[config.mk]
export PLATFORM = sky130hd
export DESIGN_NAME = emergency_dispatch_arbiter
export DESIGN_NICKNAME = d
export VERILOG_FILES = /design/src/rtl/emergency_dispatch_arbiter.sv
export SDC_FILE = /design/constraint.sdc
export NUM_CORES = 1
export LEC_CHECK = 0
export ABC_AREA = 1
export BUFFER_PORTS_ARGS = -buffer_cell sky130_fd_sc_hd__buf_2
export CORE_MARGIN = 2
export CORE_UTILIZATION = 62
export DETAILED_ROUTE_END_ITERATION = 16
export PLACE_DENSITY = 0.8
export SYNTH_ARGS = -nofsm -noshare
export SYNTH_HDL_FRONTEND = slang
export SYNTH_SLANG_ARGS = --single-unit
[constraint.sdc]
create_clock -name clk -period 2.3 [get_ports clk]
set_input_delay 0.115 -clock clk [delete_from_list [all_inputs] [get_ports clk]]
set_output_delay 0.115 -clock clk [all_outputs]
set_load 0.02 [all_outputs]
[src/rtl/emergency_dispatch_arbiter.sv]
// emergency_dispatch_arbiter: shares one outbound help-call link between
// N_ZONES alarm zones with round-robin grant, retries and per-zone outcome.
// Ports: clk, reset_n (sync, active-low); zone_req/zone_danger per zone in;
//   link_ack/link_fail pulses in; call_start pulse, call_zone, call_active,
//   zone_served, zone_fault out (all registered).
// Option: DISPATCH_DANGER_PRIORITY_EN gives danger-flagged zones precedence
//   in arbitration; undefined means plain round-robin.
module emergency_dispatch_arbiter #(
  parameter int N_ZONES      = 4,
  parameter int CALL_TIMEOUT = 250_000_000,
  parameter int GUARD_TIME   = 50_000_000,
  parameter int MAX_RETRIES  = 3,
  localparam int ZW = $clog2(N_ZONES)
) (
  input  logic               clk,
  input  logic               reset_n,
  input  logic [N_ZONES-1:0] zone_req,
  input  logic [N_ZONES-1:0] zone_danger,
  input  logic               link_ack,
  input  logic               link_fail,
  output logic               call_start,
  output logic [ZW-1:0]      call_zone,
  output logic               call_active,
  output logic [N_ZONES-1:0] zone_served,
  output logic [N_ZONES-1:0] zone_fault
);

  localparam int WW = $clog2(CALL_TIMEOUT + 1);
  localparam int GW = $clog2(GUARD_TIME + 1);

  typedef enum logic [2:0] {
    S_IDLE,
    S_ARB,
    S_DIAL,
    S_WAIT,
    S_GUARD
  } state_t;

  state_t             r_state;
  logic               r_call_start;
  logic [ZW-1:0]      r_call_zone;
  logic               r_call_active;
  logic [N_ZONES-1:0] r_zone_served;
  logic [N_ZONES-1:0] r_zone_fault;
  logic [ZW-1:0]      r_rr_ptr;
  logic [3:0]         r_retry_cnt;
  logic               r_retry_pend;
  logic [WW-1:0]      r_wait_cnt;
  logic [GW-1:0]      r_guard_cnt;

  logic [N_ZONES-1:0] w_eligible;
  logic [N_ZONES-1:0] w_cand;
  logic               w_found;
  logic [ZW-1:0]      w_winner;
  logic [ZW-1:0]      w_next_ptr;
  logic [N_ZONES-1:0] w_zone_oh;
  logic               w_in_wait;
  logic               w_timeout;
  logic               w_ack;
  logic               w_fail;
  logic [3:0]         w_retry_inc;
  logic               w_give_up;
  logic [N_ZONES-1:0] w_set_served;
  logic [N_ZONES-1:0] w_set_fault;
  logic               w_guard_done;

  assign w_eligible = zone_req & ~r_zone_served & ~r_zone_fault;

`ifdef DISPATCH_DANGER_PRIORITY_EN
  logic [N_ZONES-1:0] w_dang;
  assign w_dang = w_eligible & zone_danger;
  assign w_cand = (|w_dang) ? w_dang : w_eligible;
`else
  logic w_unused_danger;
  assign w_unused_danger = ^zone_danger;
  assign w_cand = w_eligible;
`endif

  // First candidate at or after rr_ptr, wrapping modulo N_ZONES.
  always_comb begin
    logic [ZW:0]   w_j;
    logic [ZW-1:0] w_idx;
    w_found  = 1'b0;
    w_winner = '0;
    w_j      = '0;
    w_idx    = '0;
    for (int k = 0; k < N_ZONES; k++) begin
      w_j = {1'b0, r_rr_ptr} + (ZW+1)'(k);
      if (w_j >= (ZW+1)'(N_ZONES))
        w_j = w_j - (ZW+1)'(N_ZONES);
      w_idx = w_j[ZW-1:0];
      if (!w_found && w_cand[w_idx]) begin
        w_found  = 1'b1;
        w_winner = w_idx;
      end
    end
  end

  assign w_next_ptr = (r_call_zone == ZW'(N_ZONES-1)) ?
                      '0 : r_call_zone + 1'b1;
  assign w_zone_oh  = N_ZONES'(1) << r_call_zone;

  // Ack has precedence over a simultaneous fail or the timeout cycle.
  assign w_in_wait   = (r_state == S_WAIT);
  assign w_timeout   = (r_wait_cnt == WW'(CALL_TIMEOUT-1));
  assign w_ack       = w_in_wait & link_ack;
  assign w_fail      = w_in_wait & ~link_ack & (link_fail | w_timeout);
  assign w_retry_inc = r_retry_cnt + 4'd1;
  assign w_give_up   = (w_retry_inc >= 4'(MAX_RETRIES));

  assign w_set_served = w_ack ? (w_zone_oh & zone_req) : '0;
  assign w_set_fault  = (w_fail && w_give_up) ? w_zone_oh : '0;
  assign w_guard_done = (r_guard_cnt == GW'(GUARD_TIME-1));

  always_ff @(posedge clk) begin
    if (!reset_n) begin
      r_state       <= S_IDLE;
      r_call_start  <= 1'b0;
      r_call_zone   <= '0;
      r_call_active <= 1'b0;
      r_zone_served <= '0;
      r_zone_fault  <= '0;
      r_rr_ptr      <= '0;
      r_retry_cnt   <= '0;
      r_retry_pend  <= 1'b0;
      r_wait_cnt    <= '0;
      r_guard_cnt   <= '0;
    end else begin
      r_call_start  <= 1'b0;
      // A dropped request wipes that zone's outcome in any state.
      r_zone_served <= (r_zone_served | w_set_served) & zone_req;
      r_zone_fault  <= (r_zone_fault | w_set_fault) & zone_req;

      unique case (r_state)
        S_IDLE: begin
          if (|w_eligible)
            r_state <= S_ARB;
        end
        S_ARB: begin
          if (w_found) begin
            r_call_zone <= w_winner;
            r_retry_cnt <= '0;
            r_state     <= S_DIAL;
          end else begin
            r_state <= S_IDLE;
          end
        end
        S_DIAL: begin
          r_call_start  <= 1'b1;
          r_call_active <= 1'b1;
          r_wait_cnt    <= '0;
          r_state       <= S_WAIT;
        end
        S_WAIT: begin
          if (w_ack) begin
            r_rr_ptr      <= w_next_ptr;
            r_retry_pend  <= 1'b0;
            r_call_active <= 1'b0;
            r_guard_cnt   <= '0;
            r_state       <= S_GUARD;
          end else if (w_fail) begin
            r_retry_cnt   <= w_retry_inc;
            r_call_active <= 1'b0;
            r_guard_cnt   <= '0;
            r_state       <= S_GUARD;
            if (w_give_up) begin
              r_rr_ptr     <= w_next_ptr;
              r_retry_pend <= 1'b0;
            end else begin
              r_retry_pend <= 1'b1;
            end
          end else begin
            r_wait_cnt <= r_wait_cnt + 1'b1;
          end
        end
        S_GUARD: begin
          // Losing the request during hold-off abandons the retry.
          if (!zone_req[r_call_zone])
            r_retry_pend <= 1'b0;
          if (w_guard_done) begin
            if (r_retry_pend && zone_req[r_call_zone])
              r_state <= S_DIAL;
            else
              r_state <= S_ARB;
            r_retry_pend <= 1'b0;
          end else begin
            r_guard_cnt <= r_guard_cnt + 1'b1;
          end
        end
        default: r_state <= S_IDLE;
      endcase
    end
  end

  assign call_start  = r_call_start;
  assign call_zone   = r_call_zone;
  assign call_active = r_call_active;
  assign zone_served = r_zone_served;
  assign zone_fault  = r_zone_fault;

endmodule

[Word level (Yosys, flattened, before mapping)]
Cells that the tools add are included.
Word-level totals
  bits in registers: 76
  input port bits: 12
  output and inout port bits: 12
Operators by class
  add/sub/neg operators: 11
  order comparisons: 10
  equality and inequality tests: 16
  shifts and indexed selects: 1
  multiplexer cells: 56
  bitwise logic cells: 14
  reduce and logical (&&, ||, !) cells: 23
Operators with widths (number)
  26-bit two-way mux: 3
  28-bit two-way mux: 2
  28-bit one-hot mux with 2 select lines: 1
  26-bit one-hot mux with 2 select lines: 1
  28-bit by 1-bit adder with 28-bit output, second input constant: 1
  28-bit equality test, second input constant: 1
  2-bit two-way mux: 14
  26-bit by 1-bit adder with 26-bit output, second input constant: 1
  26-bit equality test, second input constant: 1
  4-bit AND: 5
  4-bit two-way mux: 5
  1-bit two-way mux: 17
  2-bit by 3-bit less-than comparator with 1-bit output, second input constant: 5
  3-bit one-hot mux with 5 select lines: 1
  3-bit AND reduction: 5
  3-bit two-way mux: 4
  2-bit != test, second input constant: 6
  1-bit binary-select mux with 2-bit select: 5
  2-bit nonzero test: 5
  3-bit greater-or-equal comparator, second input constant: 3
  4-bit inverter: 2
  4-bit bitwise OR: 2
  4-bit one-hot mux with 2 select lines: 1
  2-bit by 1-bit subtractor with 2-bit output, second input constant: 4
  24 further kinds: 36

[Longest topological paths before layout]
Gate-level depths: netlist of run 1.
  word-level depth: 17
  gate-level depth with buffers: 12

[Worst setup path after synthesis of run 1]
Ideal clock, no wire load.
  path kind: register to register
  start point: reg r_wait_cnt[0]
  end point: reg r_guard_cnt[0]
  setup time: 0.115 ns
  arrival: 1.759 ns
  data required time: 2.185 ns
  slack: 0.426 ns
  cell stages (with the launch flop): 12
  path buffers: 1
  cell sequence: dfxtp_1 > ha_1 > inv_1 > nor3_4 > nand2_1 > nor2_1 > nand2_2 > nand3_4 > nand3_4 > buf_4 > a21oi_1 > nor2_1
Between the ends
  longest elaborated chain between the ends: 5
RTL lines
  start: declaration: line 48  | logic [WW-1:0] r_wait_cnt;
  start signal: assignment: line 173  | r_wait_cnt <= r_wait_cnt + 1'b1;
  28-bit equality test: line 105  | assign w_timeout = (r_wait_cnt == WW'(CALL_TIMEOUT-1));
  1-bit bitwise OR: line 107  | assign w_fail = w_in_wait & ~link_ack & (link_fail | w_timeout);
  1-bit AND: line 107
  3-bit by 1-bit != test with 1-bit output (no source line)
  3-bit AND reduction (no source line)
  end signal: assignment: line 187  | r_guard_cnt <= r_guard_cnt + 1'b1;
  end: declaration: line 49  | logic [GW-1:0] r_guard_cnt;
Every way passes these cells.
A chain may end at the register's enable or synchronous reset.

[Worst setup path in the final report of run 1]
  start point: reg r_guard_cnt[1]
  end point: reg r_guard_cnt[0]
Between the ends
  longest elaborated chain between the ends: 3
RTL lines
  26-bit equality test: line 113  | assign w_guard_done = (r_guard_cnt == GW'(GUARD_TIME-1));
  2-bit != test (no source line)
  3-bit AND reduction (no source line)
Every way passes these cells.

==> results of run 1 <==
[path summary, 6_finish.rpt]
path,from,end,cells after the start
max,r_guard_cnt[1]$_SDFFE_PN0P_,r_guard_cnt[0]$_SDFFE_PN0P_,10
min,zone_req[3],zone_fault[3]$_SDFF_PN0_,3
max reg2reg,r_guard_cnt[1]$_SDFFE_PN0P_,r_guard_cnt[0]$_SDFFE_PN0P_,10
min reg2reg,zone_served[2]$_SDFF_PN0_,zone_served[2]$_SDFF_PN0_,2
[repair_timing]
| item | CTS | global route |
|---|---|---|
| setup endpoints to repair | 0 | 22 |
| gates resized for setup | 0 | 2 |
| endpoints found under the hold margin | 0 | 0 |
[stage by stage]
step                      utilization, %  std cells
after detailed placement            66.5        904
after floorplan                        -        792
after CTS                           69.4        919
after global placement              66.5        904
after global routing                69.6        919
final                               69.6        919
[metal layers]
layer	share of wire [%]	wire, um	GRT usage (%)	up-vias
met2	45	5760	48.7	153
met4	1.1	146	9.42	0
met5	0	0	0	-
met3	5.8	733	4.75	14
met1	48	6060	42.7	2299
li1	-	-	-	2590
[synth_stat cells (2+ instances only)]
cell type    n  share of area, %
a21oi_1     57               5.7
o21ai_1      2              0.20
nand3_4      3               1.1
nand3_1     66               6.6
nor3_1      21               2.1
buf_4        2              0.30
clkbuf_1    12              0.90
xor2_1      19               3.3
nor2_1     122               9.2
nand2_4      3              0.68
o21ai_0     13               1.3
a21oi_2     15               2.6
buf_2        3              0.30
inv_2        4              0.30
dfxtp_1     76                31
ha_1         8               2.0
nand2_1    233                18
nand2_2     15               1.9
nor3b_1      2              0.30
or2_0        2              0.25
nor3_4       2              0.65
buf_6        3              0.68
inv_1       65               4.9
o21bai_1     3              0.45
or2_2        3              0.38
xnor2_1      8               1.4
nand4_1     22               2.8
[worst max-delay path: cells and delay by family, from the launching register on]
| kind | cells | cell delay [ns] |
|---|---|---|
| fa+ha+maj | 1 | 0.28 |
| buf+inv | 1 | 0.12 |
| flops | 1 | 0.40 |
| compound gates | 1 | 0.21 |
| simple gates | 7 | 0.95 |
[power breakdown]
part           leakage, uW  internal (uW)  switching (uW)  total (uW)
combinational      0.00119            144             382         526
sequential        0.000613           1350            38.1        1390
clock             0.000111            663             509        1170
total              0.00192           2160             930        3090
[registers in the layout (all words and copies together), names as in the netlist]
register and flops:
zone_fault 4, r_wait_cnt 28, r_rr_ptr 2, r_retry_cnt 4
call_start 1, call_zone 2, r_retry_pend 1, zone_served 4
r_state 3, r_guard_cnt 26, call_active 1
[cells in the final DEF (no fill, tap or decap), drive strengths merged]
cell type and instances:
dfxtp 76, o22a 1, ha 8, clkinv 1, clkbuf 11, o21ai 15
nand4 22, nand3 69, a21oi 72, nand3b 1, nor2 124, nor3 24
buf 31, nand2 251, o21bai 3, or2 5, clkinvlp 1, inv 70
xnor2 8, o22ai 1, nor3b 2, bufinv 2, xor2 19
[cell families (layout without fill, tap and decap cells)]
logic type,Yosys count,in the layout
AO/OA/AOI/OAI,92,92
XOR/XNOR,27,27
adder cells (fa/ha/maj),8,8
buffers and inverters,91,116
flip-flops,76,76
AND/OR/NAND/NOR,498,498
[final cells by class]
cell class	count	area, sq um
Fill cell	727	2360
Tap cell	102	128
Sequential cell	76	1520
Multi-Input combinational cell	625	3070
Timing Repair Buffer	31	185
Clock buffer	11	151
Inverter	70	270
Clock inverter	4	72.6
==> impl_metrics.toml, run 1 <==
[status]
outcome = "finished clean"

[floorplan]
die_area_sq_um = 8760
num_rows = 32
start_util_pct = 64.1
die_width_um = 93.6
io_pins = 24
coreArea_sq_um = 7770
die-height_um = 93.6

[clock_network]
cts_hold_buf = 0
cts_tree = "built"
cts_buffers = 9
postCtsSetupBuffers = 0
cts.sinks = 76
clk_latency_ns = 0.36
htree_levels = 3
clkSlewWorstSetupHoldPaths_ns = 0.08
cts_buffer_depth = 2
cts_root_buffer = "clkbuf_8"

[sta]
finalHoldViolations = 0
rsz0062_at_grt = "false"
tightest_slew_ns = 0.472
fin_crit_ns = 2.08
setup_violations = 0
post-route-period-util_pct = 90.4
holdWs_ns = 0.0403
maxSlewHeadroom_pct = 68.4
fmax_mhz = 481
fin_setup_tns_ns = 0
finalClockSkew_ns = 0.0125
setup_ws_ns = 0.220
slew_violations = 0

[final_layout]
syn_to_final_growth_pct = 8.52
insertedDiodeCount = 0
drive_above_1_share_pct = 11.6
fin_nets = 833
finalInstanceArea_sq_um = 5400

[synth]
netlist_instances = 792
synth-xor-area-share_pct = 4.75
synthFlopType = "dfxtp_1"
synth_edf_count = 0
synth_area_per_cell_sq_um = 6.29
yosysUniqueCellTypes = 35
synth_top_family_by_area = "simple AND/OR/NAND/NOR gates"
synthMuxAreaShare_pct = 0
synth_simple_gate_area_share_pct = 44.2
yosysSeqAreaShare_pct = 30.6
yosysWarnings = 0
synth_compound_area_share_pct = 10.6
syn-cell-area_sq_um = 4980
synth-async-reset-ratio_pct = 0
synth_adder_area_share_pct = 2.01
syn_nets = 812
synth-seq-cells = 76

[critical_path]
crit_chain = "ha_1, inv_1, nor3_4, nand2_1, nor2_1, nand2_1, nand2_1, nand3_4, o21ai_1, nor2_1"
r2r_setup_slack_ns = 0.22
endpoint_kind = "flip-flop"
startpoint_type = "flip-flop"
cpMostUsedCell = "nand2_1"
crit_path_max_incr_delay_ns = 0.40
crit_path_max_fanout = 16
path_class = "flip-flop to flip-flop"
critPathSlowestCell = "dfxtp_1"
arrival_ns = 2.32
crit_required_ns = 2.54

[placed_design]
port_buffers = 19
dpl.hpwl_mm = 9.40
placed_cell_area_sq_um = 5170
place_ws_ns = 0.176
place.gp.congestion = 0.971

[global_route]
grt_pass1_vias = 4696
grt_pass1_wl_mm = 21.5
grt.total_usage_pct = 30.6
grt-ovfl-total = 0
grt_max_degree = 34
antenna_found_initial = 0

[route]
vias = 5056
drc = 0
via_per_inst = 5.50
routed_wirelength_mm = 12.7
dr.pass1.iters = 5
drtAntennaViolNets = 0
wl_per_cell_um = 13.8
drt_iter0_markers = 265

[min_path]
hold_path.class = "input pin to flip-flop"

[pwr]
vdd_drop_max_mv = 0.310
cellPowerDensity_nw_per_um2 = 571
leakage_uw = 0.00192
finalPower_uw = 3090

[flow_run]
max_cap_viol_count = 0
No activity file was read; power rests on OpenSTA's default activity.
==> run 2: changes to the inputs <==
Settings changed: ABC_AREA 1 to unset, CORE_UTILIZATION 62 to 60, PLACE_DENSITY 0.8 to 0.79.
==> impl_metrics.toml, run 2 <==
[synth]
yosysUniqueCellTypes = 57
yosysSeqAreaShare_pct = 39.8
synthFlopType = "dfxtp_1"
ys_top_cells_by_area = "dfxtp_1, nor2_1, xor2_1"
synth.most_common_cell = "dfxtp_1"
netlist_instances = 466
synth_area_per_cell_sq_um = 8.21
yosysTopAreaCellShare_pct = 39.8
syn_nets = 486
synth-seq-cells = 76
synth_edf_count = 0
yosysWarnings = 0
synth-async-reset-ratio_pct = 0
syn-cell-area_sq_um = 3820
synth.largest_area_cell = "dfxtp_1"
ys_top_cells_by_count = "dfxtp_1, nor2_1, nand2_1"

[clock_network]
cts_tree = "built"
cts_hold_buf = 0
cts_buffer_depth = 2
clkSlewWorstSetupHoldPaths_ns = 0.09
cts_buffers = 9
cts_resized = 0
cts.sinks = 76
htree_levels = 3
clk_latency_ns = 0.35
cts_root_buffer = "clkbuf_8"
postCtsSetupBuffers = 0

[placed_design]
place_ws_ns = 0.0491
port_buffers = 19
dpl.hpwl_mm = 6.10
place.gp.congestion = 0.855

[global_route]
grt_pass1_wl_mm = 14.3
gr-usage-met3_pct = 7.52
grt_max_degree = 25
met1_usage_pct = 30.3
grt_pass1_vias = 3222
grt-ovfl-total = 0
grt.busiest_layer = "met2"
grt.total_usage_pct = 24.8
grt_util_met2_pct = 41.7
antenna_found_initial = 0

[pwr]
finalPower_uw = 2620
leakage_uw = 0.00161
comb_power_share_pct = 6.6
p_sw_uw = 624
cellPowerDensity_nw_per_um2 = 596
clkPwrFrac_pct = 42.3
switching_share_pct = 23.8
vdd_drop_max_mv = 0.482
internal_power_uw = 2000
seq_power_share_pct = 51.1

[final_layout]
most-common-layout-cells = "dfxtp_1, nor2_1, nand2_1"
top_regs = "r_wait_cnt x28, r_guard_cnt x26"
layout.cells.most_common = "dfxtp_1"
multi_input_area_sq_um = 2250
syn_to_final_growth_pct = 15.0
ff_latch_area_sq_um = 1520
drive_above_1_share_pct = 15.8
fin_nets = 527
fill_cells = 498
largest_reg_flops = 28
top_register = "r_wait_cnt"
insertedDiodeCount = 0

[floorplan]
die_width_um = 83.8
die-height_um = 83.8
num_rows = 29
die_area_sq_um = 7030
io_pins = 24
start_util_pct = 61.3
coreArea_sq_um = 6240

[min_path]
hold_path.class = "input pin to flip-flop"

[sta]
maxSlewHeadroom_pct = 65.4
fin_crit_ns = 2.23
tightest_slew_ns = 0.519
post-route-period-util_pct = 97.1
fmax_mhz = 448
finalClockSkew_ns = 0.0154
setup_ws_ns = 0.0671
finalHoldViolations = 0
slew_violations = 0
setup_violations = 0

[route]
routed_wirelength_mm = 8.54
drt_iter0_markers = 222
dr.pass1.iters = 4
vias = 3517
via_per_inst = 5.97
drc = 0
wl_per_cell_um = 14.5
drtAntennaViolNets = 0

[critical_path]
endpoint_kind = "flip-flop"
path_class = "flip-flop to flip-flop"
crit_path_max_fanout = 4
r2r_setup_slack_ns = 0.07
crit_required_ns = 2.57
arrival_ns = 2.50
startpoint_type = "flip-flop"

[status]
outcome = "finished clean"

[flow_run]
max_cap_viol_count = 0
run 2: changes by cell type after synthesis, sizes merged, moves of 11 or more:
| cell | previous run | this run |
|---|---|---|
| nand2 | 251 | 41 |
| nor2 | 124 | 66 |
| or3 | 0 | 11 |
| a21oi | 72 | 36 |
| nand3 | 69 | 30 |
| inv | 69 | 11 |
| nor3 | 24 | 11 |
run 2: cells by family after synthesis:
| group | after synthesis | share of synthesized area (%) |
|---|---|---|
| AND/OR/NAND/NOR | 236 | 32.1 |
| multiplexers | 5 | 1.67 |
| adder cells (fa/ha/maj) | 8 | 2.62 |
| AO/OA/AOI/OAI | 85 | 13.9 |
| flip-flops | 76 | 39.8 |
| XOR/XNOR | 33 | 7.56 |
| buffers and inverters | 23 | 2.36 |
run 2: final timing paths:
| check | start | depth (start not counted) | to |
|---|---|---|---|
| hold reg to reg | call_active$_SDFFE_PN0P_ | 2 | call_active$_SDFFE_PN0P_ |
| setup reg to reg | r_wait_cnt[1]$_SDFFE_PN0P_ | 7 | r_retry_pend$_SDFFE_PN0P_ |
| hold / removal | zone_req[1] | 3 | zone_served[1]$_SDFF_PN0_ |
| setup / recovery | r_wait_cnt[1]$_SDFFE_PN0P_ | 7 | r_retry_pend$_SDFFE_PN0P_ |
run 2: final cells by class:
type | instances | area share (%)
clock buffer | 9 | 2.82
inverter | 11 | 0.939
timing repair buffer | 42 | 6.09
tap | 77 | 2.19
sequential | 76 | 34.6
multi-input combinational | 367 | 51.2
clock inverter | 7 | 2.08
run 2: power groups by stage:
stage | clock network [uW] | logic (uW) | registers [uW]
after floorplan | 0 | 109 | 1370
after global placement | 0 | 166 | 1370
after detailed placement | 0 | 170 | 1370
after CTS | 1120 | 171 | 1340
after global routing | 1190 | 191 | 1340
final | 1110 | 173 | 1340
run 2: layer usage:
| metal | vias up | share of wire (%) |
|---|---|---|
| met5 | - | 0 |
| met4 | 0 | 1.5 |
| met3 | 16 | 5.1 |
| met2 | 92 | 49 |
| met1 | 1654 | 45 |
| li1 | 1755 | - |
run 2: worst max-delay path, stage by stage (launching register included):
cell and delay [ns]:
dfxtp_1 0.37, ha_1 0.19, inv_1 0.07, or4_4 0.58, o21ai_4 0.17, nand2_1 0.09, or4_1 0.53, a21oi_1 0.17
run 2: through the flow:
stage               utilization (%)  std cells  instance area (sq um)  TNS (ns)  hold WS [ns]
global placement               66.3        573                   4140         0         0.391
CTS                            69.8        589                   4350         0        0.0282
floorplan                         -        466                   3820         0         0.259
finish                         70.4        589                   4400         0        0.0359
detailed placement             66.3        573                   4140         0         0.400
global route                   70.4        589                   4400   -0.0128        0.0269
==> run 3: changes to the inputs <==
Settings changed: PLACE_DENSITY 0.79 to 0.89.
==> impl_metrics.toml, run 3 (synthesized netlist as in run 2, its figures left out) <==
[status]
outcome = "finished clean"

[floorplan]
die_width_um = 83.8
die-height_um = 83.8
io_pins = 24
num_rows = 29
start_util_pct = 61.3
die_area_sq_um = 7030
coreArea_sq_um = 6240

[route]
via_per_inst = 6.16
drc = 0
drt_iter0_markers = 287
routed_wirelength_mm = 9.11
drtAntennaViolNets = 0
dr.pass1.iters = 6
wl_per_cell_um = 15.4
vias = 3633

[clock_network]
cts_tree = "built"
cts.sinks = 76
cts_buffer_depth = 2
cts_root_buffer = "clkbuf_8"
clkSlewWorstSetupHoldPaths_ns = 0.08
clk_latency_ns = 0.36
cts_hold_buf = 0
cts_buffers = 9
htree_levels = 3

[sta]
finalHoldViolations = 0
tightest_slew_ns = 0.609
finalClockSkew_ns = 0.0126
slew_violations = 0
fmax_mhz = 441
setup_violations = 0
maxSlewHeadroom_pct = 58.9
fin_crit_ns = 2.27
post-route-period-util_pct = 98.5
rsz0062_at_grt = "true"

[final_layout]
most-common-layout-cells = "dfxtp_1, nor2_1, nand2_1"
largest_reg_flops = 28
insertedDiodeCount = 0
drive_above_1_share_pct = 16.4
layout.cells.most_common = "dfxtp_1"
top_register = "r_wait_cnt"
fin_nets = 528
top_regs = "r_wait_cnt x28, r_guard_cnt x26"
fill_cells = 465
fin_cells = 590
syn_to_final_growth_pct = 15.6

[pwr]
leakage_uw = 0.00162
clkPwrFrac_pct = 42.4
p_sw_uw = 629
vdd_drop_max_mv = 0.463
comb_power_share_pct = 6.8
cellPowerDensity_nw_per_um2 = 595
finalPower_uw = 2630
internal_power_uw = 2000
seq_power_share_pct = 50.8
switching_share_pct = 23.9

[critical_path]
r2r_setup_slack_ns = 0.03
crit_required_ns = 2.59
critPathSlowestCell = "or4_4"
r2r-start = "r_wait_cnt[4]$_SDFFE_PN0P_"
crit_path_max_fanout = 6
timing.rr.end = "r_retry_pend$_SDFFE_PN0P_"
reg2reg_depth = 6
crit_chain = "nand4_1, or4_4, o21ai_4, nand2_1, or4_1, a21oi_1"
endpoint_kind = "flip-flop"
startpoint_type = "flip-flop"
crit_path_max_incr_delay_ns = 0.58
arrival_ns = 2.55
path_class = "flip-flop to flip-flop"

[placed_design]
place.gp.congestion = 0.836
dpl.hpwl_mm = 6.19
post-place-cells = 571
port_buffers = 19

[min_path]
whs_path_depth = 3
hold_path.class = "input pin to flip-flop"
min_from = "zone_req[2]"
whs_endpoint = "zone_served[2]$_SDFF_PN0_"

[global_route]
grt_max_degree = 25
grt_pass1_vias = 3483
grt_pass1_wl_mm = 15.3
antenna_found_initial = 0
grt-ovfl-total = 0
grt.total_usage_pct = 26.6

[flow_run]
max_cap_viol_count = 0
==> run 3: cell count changes in the layout (fill, tap and decap cells not counted), moves of 2 or more <==
cell	delta
dfxtp_1	-4
clkinv_2	-2
dfxtp_4	+2
dfxtp_2	+2
nor2b_1	+2
nor2b_2	-2
==> run 3: power by group through the flow <==
stage	Sequential, uW	Combinational, uW	Clock (uW)
finish	1340	178	1120
global route	1340	192	1180
CTS	1340	173	1130
detailed placement	1370	170	0
global placement	1370	165	0
floorplan	1370	109	0
==> run 3: worst max-delay path, delay by kind of cell (launching register included) <==
| family | cells | cell delay (ns) |
|---|---|---|
| AO/OA/AOI/OAI | 2 | 0.42 |
| flip-flops | 1 | 0.39 |
| AND/OR/NAND/NOR | 4 | 1.39 |
==> run 3: area by class of cell <==
type	instances	area (sq um)	area share [%]
Inverter	11	41.3	0.934
Timing Repair Buffer	43	288	6.51
Multi-Input combinational cell	367	2250	50.8
Clock buffer	10	128	2.89
Sequential cell	76	1530	34.7
Tap cell	77	96.3	2.18
Clock inverter	6	88.8	2.01
==> run 3: stage by stage <==
stage / TNS (ns) / worst slack [ns] / util, % / area, sq um / hold WS [ns]
2_1_floorplan: 0 / 0.122 / - / 3820 / 0.259
3_3_place_gp: 0 / 0.0736 / 66.3 / 4140 / 0.390
3_5_place_dp: 0 / 0.0385 / 66.3 / 4140 / 0.397
4_1_cts: 0 / 0.00873 / 69.7 / 4350 / 0.0168
5_1_grt: -0.0583 / -0.0298 / 70.9 / 4420 / 0.0354
6_report: 0 / 0.0340 / 70.9 / 4420 / 0.0323
==> run 3: what timing repair did <==
action | CTS | global route
buffers inserted | 0 | 3
resized for setup | 0 | 15
gates cloned | 0 | 0
setup endpoints to repair | 1 | 9
pin swaps | 1 | 4
==> run 3: worst max path at each step <==
stage	from	end	slack (ns)	depth (start not counted)
CTS	r_wait_cnt[0]$_SDFFE_PN0P_	r_retry_pend$_SDFFE_PN0P_	0.009	7
detailed placement	r_wait_cnt[0]$_SDFFE_PN0P_	r_guard_cnt[22]$_SDFFE_PN0P_	0.04	7
floorplan	r_wait_cnt[0]$_SDFFE_PN0P_	r_retry_pend$_SDFFE_PN0P_	0.12	7
finish	r_wait_cnt[4]$_SDFFE_PN0P_	r_retry_pend$_SDFFE_PN0P_	0.03	6
global route	r_wait_cnt[15]$_SDFFE_PN0P_	r_guard_cnt[22]$_SDFFE_PN0P_	-0.03	6
global placement	r_wait_cnt[0]$_SDFFE_PN0P_	r_guard_cnt[15]$_SDFFE_PN0P_	0.07	7
==> run 3: routing by layer <==
layer	vias to the layer above	wire (um)	track usage (%)
li1	1758	-	-
met1	1732	3810	32.1
met2	126	4600	45.2
met3	17	523	5.34
met4	0	171	13.0
met5	-	0	0
